`config.mk`:
```
export PLATFORM = sky130hd
export DESIGN_NAME = circular_convolution
export DESIGN_NICKNAME = d
export VERILOG_FILES = /design/src/rtl/circular_convolution_pkg.sv /design/src/rtl/conv_mac_lane.sv /design/src/rtl/circular_convolution.sv
export SDC_FILE = /design/constraint.sdc
export NUM_CORES = 2
export LEC_CHECK = 0
export ABC_CLOCK_PERIOD_IN_PS = 116200
export BUFFER_PORTS_ARGS = -buffer_cell sky130_fd_sc_hd__buf_2
export CAP_MARGIN = 20
export CORE_AREA = 2 2 376 378
export CTS_CLUSTER_SIZE = 20
export DETAILED_ROUTE_END_ITERATION = 8
export DIE_AREA = 0 0 378 380
export GPL_ROUTABILITY_DRIVEN = 1
export GPL_TIMING_DRIVEN = 0
export PLACE_DENSITY = 0.6
export RECOVER_POWER = 25
export SLEW_MARGIN = 10
export SYNTH_ARGS = -nofsm -noshare
export SYNTH_HDL_FRONTEND = slang
export SYNTH_SLANG_ARGS = --single-unit
```
`constraint.sdc`:
```
create_clock -name clk -period 116.2 [get_ports clk]
set_input_delay 11.62 -clock clk [delete_from_list [all_inputs] [get_ports clk]]
set_output_delay 11.62 -clock clk [all_outputs]
set_load 0.05 [all_outputs]
```
`src/rtl/circular_convolution_pkg.sv`:
```
// Shared types and sizing helpers for the convolution engine.
// Optional circular fold stage is enabled with CIRC_FOLD_EN.
package circular_convolution_pkg;

    typedef enum logic [1:0] {
        IDLE,
        COMPUTE,
        FOLD,
        DONE
    } state_t;

    function automatic int out_len(input int n, input int m);
        return n + m - 1;
    endfunction

    function automatic int cnt_w(input int n, input int m);
        return (out_len(n, m) > 1) ? $clog2(out_len(n, m)) : 1;
    endfunction

endpackage

```
`src/rtl/conv_mac_lane.sv`:
```
// Combinational sum of products A[i]*B[j] over all i+j == k.
// Accumulation wraps modulo 2^(2*width).
module conv_mac_lane
    import circular_convolution_pkg::*;
#(
    parameter int size_n = 4,
    parameter int size_m = 4,
    parameter int width  = 8,
    parameter int kw     = cnt_w(size_n, size_m)
) (
    input  logic signed [width-1:0]   a [size_n],
    input  logic signed [width-1:0]   b [size_m],
    input  logic        [kw-1:0]      k,
    output logic signed [2*width-1:0] sum
);

    always_comb begin
        sum = '0;
        for (int i = 0; i < size_n; i++) begin
            for (int j = 0; j < size_m; j++) begin
                if (i + j == int'(k)) begin
                    sum = sum + (2*width)'(a[i]) * (2*width)'(b[j]);
                end
            end
        end
    end

endmodule

```
`src/rtl/circular_convolution.sv`:
```
// Sequential convolution engine: one output sample per clock.
// Define CIRC_FOLD_EN to add a fold cycle yielding circular convolution.
module circular_convolution
    import circular_convolution_pkg::*;
#(
    parameter int size_n = 4,
    parameter int size_m = 4,
    parameter int width  = 8
) (
    input  logic                      clk,
    input  logic                      reset,
    input  logic                      start,
    input  logic signed [width-1:0]   A [size_n],
    input  logic signed [width-1:0]   B [size_m],
    output logic signed [2*width-1:0] C [size_n+size_m-1],
    output logic                      done
);

    localparam int olen = out_len(size_n, size_m);
    localparam int kw   = cnt_w(size_n, size_m);
    localparam int fl   = (size_n > size_m) ? size_n : size_m;

    state_t                   state;
    logic [kw-1:0]            k;
    logic signed [width-1:0]  aq [size_n];
    logic signed [width-1:0]  bq [size_m];
    logic signed [2*width-1:0] sum;

    conv_mac_lane #(
        .size_n (size_n),
        .size_m (size_m),
        .width  (width),
        .kw     (kw)
    ) u_lane (
        .a   (aq),
        .b   (bq),
        .k   (k),
        .sum (sum)
    );

    always_ff @(posedge clk or negedge reset) begin
        if (!reset) begin
            state <= IDLE;
            k     <= '0;
            done  <= 1'b0;
            for (int i = 0; i < olen; i++) C[i] <= '0;
            for (int i = 0; i < size_n; i++) aq[i] <= '0;
            for (int i = 0; i < size_m; i++) bq[i] <= '0;
        end else begin
            case (state)
                IDLE: begin
                    if (start) begin
                        aq    <= A;
                        bq    <= B;
                        k     <= '0;
                        done  <= 1'b0;
                        state <= COMPUTE;
                    end
                end
                COMPUTE: begin
                    C[k] <= sum;
                    if (k == kw'(olen - 1)) begin
                        k <= '0;
`ifdef CIRC_FOLD_EN
                        state <= FOLD;
`else
                        state <= DONE;
                        done  <= 1'b1;
`endif
                    end else begin
                        k <= k + kw'(1);
                    end
                end
`ifdef CIRC_FOLD_EN
                FOLD: begin
                    // wrap the tail onto the head of the first L samples
                    for (int i = 0; i < olen - fl; i++) begin
                        C[i]      <= C[i] + C[i+fl];
                        C[i+fl]   <= '0;
                    end
                    state <= DONE;
                    done  <= 1'b1;
                end
`endif
                DONE: begin
                    if (!start) state <= IDLE;
                end
                default: state <= IDLE;
            endcase
        end
    end

endmodule

```
Word level (Yosys, flattened, before mapping) --
Cells that the tools add are included.
Storage, ports and cells: register bits after elaboration 182, input port bits 67, output and inout port bits 113, word-level logic and storage cells 102
Operators by class: add/sub/neg operators 16, multipliers 16, order comparisons 2, eq/ne operators 12, multiplexer cells 29, bitwise gates (word level) 1, reductions and logical operators 8
Operator list (count):
- 16-bit 2-to-1 mux | 17
- 8-bit by 8-bit multiplier with 16-bit output | 16
- 16-bit adder | 15
- 112-bit bitwise mux | 1
- 16-bit demux with 3-bit select | 1
- 3-bit == test, first input constant | 4
- 2-bit by 3-bit == test with 1-bit output, first input constant | 2
- 2-bit 2-to-1 mux | 3
- 3-bit 2-to-1 mux | 2
- 2-bit inequality test, second input constant | 3
- 2-bit one-hot mux with 3 select lines | 1
- 3-bit one-hot mux with 2 select lines | 1
- 3-bit AND reduction | 2
- 4-bit greater-or-equal comparator, second input constant | 1
- 4-bit by 1-bit less-than comparator with 1-bit output, second input constant | 1
- 3-bit inverter with 4-bit output | 1
- 2-bit AND reduction | 2
- 3-bit by 1-bit adder with 3-bit output, second input constant | 1
- 3-bit == test, second input constant | 1
- 3-bit logical NOT | 1
- 2-bit by 1-bit == test with 1-bit output, second input constant | 1
- 2-bit == test, second input constant | 1
- 2-bit logical NOT | 1
- 1-bit 2-to-1 mux | 2
- other kinds (3) | 3

Logic depth before layout (Yosys ltp) --
depth after elaboration 33, mapped depth 203

By module --
From an unflattened synthesis, not the netlist that was laid out.
Unflattened totals: cell total of the unflattened synthesis 5913, area, all modules 56157.6 µm²
Modules (own cells, without submodules):
- conv_mac_lane | times used 1, cells each 5506, area an instance 49296.0 µm², seq. area each 0.0 µm²
- circular_convolution | times used 1, cells each 407, area an instance 6861.6 µm², seq. area each 4554.4 µm²

Worst setup path after synthesis --
OpenSTA, ideal clock, no wires.
path type register -> register, start point register bq[31] (netlist bit), end point register C[15] (netlist bit), library setup time 0.082 ns, data arrival time 51.800 ns, data required time 116.118 ns, setup slack 64.319 ns, stages on the path, launching flop included 201, path buffers 2, clock period less this slack 51.881 ns, cell sequence dfrtp_1 clkbuf_1 clkbuf_1 nand2b_1 fa_1 fa_1 fa_1 inv_1 fa_1 ha_1 a21oi_1 o21ai_0 a21oi_1 xnor2_1 and2_1 fa_1 fa_1 inv_1 [... 165 more ...] a21o_1 fa_1 inv_1 fa_1 inv_1 fa_1 fa_1 inv_1 ha_1 ha_1 o21a_1 nor2_1 a21oi_1 xnor2_1 nand2_1 o21ai_0 a21o_1 a31oi_1
Between the ends: longest elaborated chain between the ends 33, elaborated cells on any way between the ends 36
RTL lines:
- start: declaration | line circular_convolution.sv:26 | logic signed [width-1:0] bq [size_m];
- start signal: assignment | line circular_convolution.sv:54 | bq <= B;
- 8-bit by 8-bit multiplier with 16-bit output | line conv_mac_lane.sv:22 | sum = sum + (2*width)'(a[i]) * (2*width)'(b[j]);
- 16-bit 2-to-1 mux | line conv_mac_lane.sv:21 | if (i + j == int'(k)) begin
- 16-bit adder | line conv_mac_lane.sv:22
- 16-bit 2-to-1 mux | line conv_mac_lane.sv:21
- 16-bit adder | line conv_mac_lane.sv:22
- 16-bit 2-to-1 mux | line conv_mac_lane.sv:21
- 16-bit adder | line conv_mac_lane.sv:22
- 16-bit 2-to-1 mux | line conv_mac_lane.sv:21
- [... 17 more ...]
- 16-bit 2-to-1 mux (*) | line conv_mac_lane.sv:21
- 16-bit adder | line conv_mac_lane.sv:22
- 16-bit 2-to-1 mux (*) | line conv_mac_lane.sv:21
- 16-bit adder | line conv_mac_lane.sv:22
- 16-bit 2-to-1 mux (*) | line conv_mac_lane.sv:21
- 16-bit adder | line conv_mac_lane.sv:22
- 16-bit 2-to-1 mux (*) | line conv_mac_lane.sv:21
- 112-bit bitwise mux (*) | line circular_convolution.sv:61 | C[k] <= sum;
- end signal: indexed assignment | line circular_convolution.sv:61
- end: declaration | line circular_convolution.sv:15 | output logic signed [2*width-1:0] C [size_n+size_m-1],
Every way passes the cells marked *; elsewhere a longest branch is shown, timed or not. A chain may end at the register's enable or synchronous reset.

Worst setup path in the final report --
start point register bq[31] (netlist bit), end point register C[47] (netlist bit)
The elaborated chain is that of the path after synthesis.

==> results.md <==
* FMAX at 16.2 MHz
* H-tree Lvls at 4
* Register area share after synthesis at 8.22%
* Filler Cells Inserted at 13828
* CP Launch Type: flip-flop
* Port Buffers at 179
* Post-cts sizing count at 0
* Hold Crit Class: reg -> reg
* Slew Limit Fails at between 150 and 200
* Commonest non-fill, non-tap cell in the layout: inv_1
* Row cnt at 137
* Worst-path clk slew at 110 ps
* # DRC at 0
* Slowest-stage cell, CP: dfrtp_1
* Avg Inst Size Synth at 9.24 sq um
* Clk_lat worst skew at roughly 580 ps
* Vias in the first global route at 45346
* I/O pins at 180
* Die W at 378 um
* GRT Total Usage at 31.4%
* Sink Count at 182
* Status: finished, violations left
* Die Span Y at between 300 and 400 um
* Unrepaired setup endpoints after global routing: false
* Vias per cell at around 5.4
* Critical Path AT at 62210 ps
* Crit Path Class: reg -> reg
* Hold Vio Cnt, Final at 0
* Max clock buf depth at 2
* Placeable Area at 139000 sq um
* Fin crit share at 53.1%
* Drt first pass iters at 8
* Crit end category: flip-flop
* Largest net degree at the start of global routing at 93
* CP most frequent cell: fa_1
* Synthesized instance count at 5999
* Post-synthesis net count at 7771
* Worst-margin pin slew at 5530 ps
* Most frequent cells in the layout: inv_1 (1188), fa_1 (1120), nand2_1 (685), ha_1 (585), and2_1 (487)
* Final setup fails at 0
* Syn Std Cell Area at 55400 sq um
* Post-CTS Hold Buffers at 0
* Ys async rst share at 100%
* Yosys Warn Count at 0
* Nets at roughly 8000
* Starting density of the core at between 30% and 40%
* Top FF cell, synth: dfrtp_1
* GRT overflow at 0
* Number of synthesized register bits at roughly 180
* Share of cells above drive strength 1 at 6.56%
* First-pass GRT wire length at 320000 um
* CP Data Required Time at between 100000 and 150000 ps
* Post-synth EDFFs at 0
* Setup TNS at 0 ps
* Number of distinct library cells after synthesis at 79
* GPL Wtd Cong at 1.00
* Layout Skew at 31.0 ps
* CTS tree: done
* CTS root buf: clkbuf_16
* CTS buffer count at 17
* Rel. slew slack at -269%
* Initial DRC Count at around 4200
* Failing checks: max-capacitance violations, max-slew violations
* Crit path largest cell delay at 1150 ps
* Antenna viol nets, final at 0
* Final min period at 61730 ps
* P&R area growth vs syn at 8.15%
* DR WL/cell at 27.1 um
* Initial antenna violation count at 37
* Wirelength, routed at ~220000 um
* DR vias at ~44000
* Dpl hpwl at roughly 180000 um
* Maximum capacitance violations at 2
* Setup bufs post-CTS at 0
* Die area at 144000 sq um
* Crit path max fanout at 10
-- cell usage after synthesis (all sizes together) (6+ instances only) --
cell    instances  area [sq um]
a22oi           9          67.6
nor2b          27           169
mux2i          13           130
a21boi         10          75.1
o31a            7          61.3
and2          489          3060
o211ai         10          75.1
o21ai         220          1120
inv          1189          4460
xnor2         239          2090
nand3          20           100
ha            585          7320
dfrtp         182          4550
nand2         686          2580
fa           1120         22400
a21o           61           458
a31oi          19           119
mux2           90          1010
nand2b        128           801
o21a           38           285
buf            19          87.6
nor2          181           679
xor2           59           517
o22ai           6          37.5
or3             7          43.8
and3            7          43.8
o31ai           8          60.1
a211oi         23           178
nor3           36           180
clkbuf        253           950
o21bai         30           229
a21oi         157           790
-- per-layer routing --
layer  share of wire, %  track usage [%]  wire length (um)
met5              0.054                0               119
met4                6.3             17.5             13900
met3                 12             9.12             25400
met2                 43             45.7             94300
met1                 40             41.9             87400
-- worst max-delay path: cells and delay by family (launching register included) --
family,cells,cell delay (ps)
xor gates and xnor gates,15,3860
DFF,1,1150
buffers and inverters,31,3490
and+or+nand+nor,18,3350
AOI/OAI and AO/OA,30,7890
adders and majority gates,95,41800
-- state kept, by name, indices dropped and copies added (netlist names) --
| name | flops |
|---|---|
| bq | 32 |
| state | 2 |
| aq | 32 |
| done | 1 |
| k | 3 |
| C | 112 |
-- area by class of cell --
| class | instances | area (sq um) | area share (%) |
|---|---|---|---|
| Multi-Input combinational cell | 4356 | 45400 | 75.7 |
| Clock inverter | 13 | 153 | 0.255 |
| Clock buffer | 19 | 453 | 0.756 |
| Timing Repair Buffer | 223 | 1430 | 2.39 |
| Antenna cell | 25 | 62.6 | 0.104 |
| Inverter | 1189 | 4460 | 7.45 |
| Sequential cell | 182 | 4550 | 7.60 |
| Tap cell | 1876 | 2350 | 3.92 |
| Buffer | 272 | 1070 | 1.79 |
-- final timing paths --
path / from / endpoint / slack [ps] / cells after the start
worst max-delay path: bq[31] / C[47] / 54470 / 189
worst min-delay path: C[11] / C[11] / 470 / 2
worst max register to register: bq[31] / C[47] / 54470 / 189
worst min register to register: C[11] / C[11] / 470 / 2
max in group asynchronous: reset / bq[28] / 95970 / 2
min in group asynchronous: reset / C[11] / 13070 / 1
-- cells by family (layout without fill, tap and decap cells) --
family | count (synthesis) | after routing | share of synthesized area (%)
xor gates and xnor gates | 299 | 299 | 4.75
AOI/OAI and AO/OA | 644 | 644 | 7.24
adders and majority gates | 1706 | 1706 | 53.7
DFF | 182 | 182 | 8.22
and+or+nand+nor | 1604 | 1604 | 14.1
muxes | 103 | 103 | 2.06
other | 0 | 25 | 0
buffers and inverters | 1461 | 1716 | 9.92
-- stage by stage --
step / setup slack, ps / util [%] / std cells / hold WS [ps] / instance area (sq um)
after floorplan: 64320 / - / 5999 / 546 / 55400
after global placement: 55370 / 42.1 / 8054 / 456 / 58700
after detailed placement: 55540 / 42.5 / 8089 / 461 / 59200
after CTS: 55270 / 43.0 / 8121 / 479 / 59800
after global routing: 52880 / 43.0 / 8130 / 500 / 59900
final: 54470 / 43.1 / 8155 / 472 / 59900
Power is not shown: default switching activity piles up to over one toggle a cycle in this logic, so the estimate is an artifact.
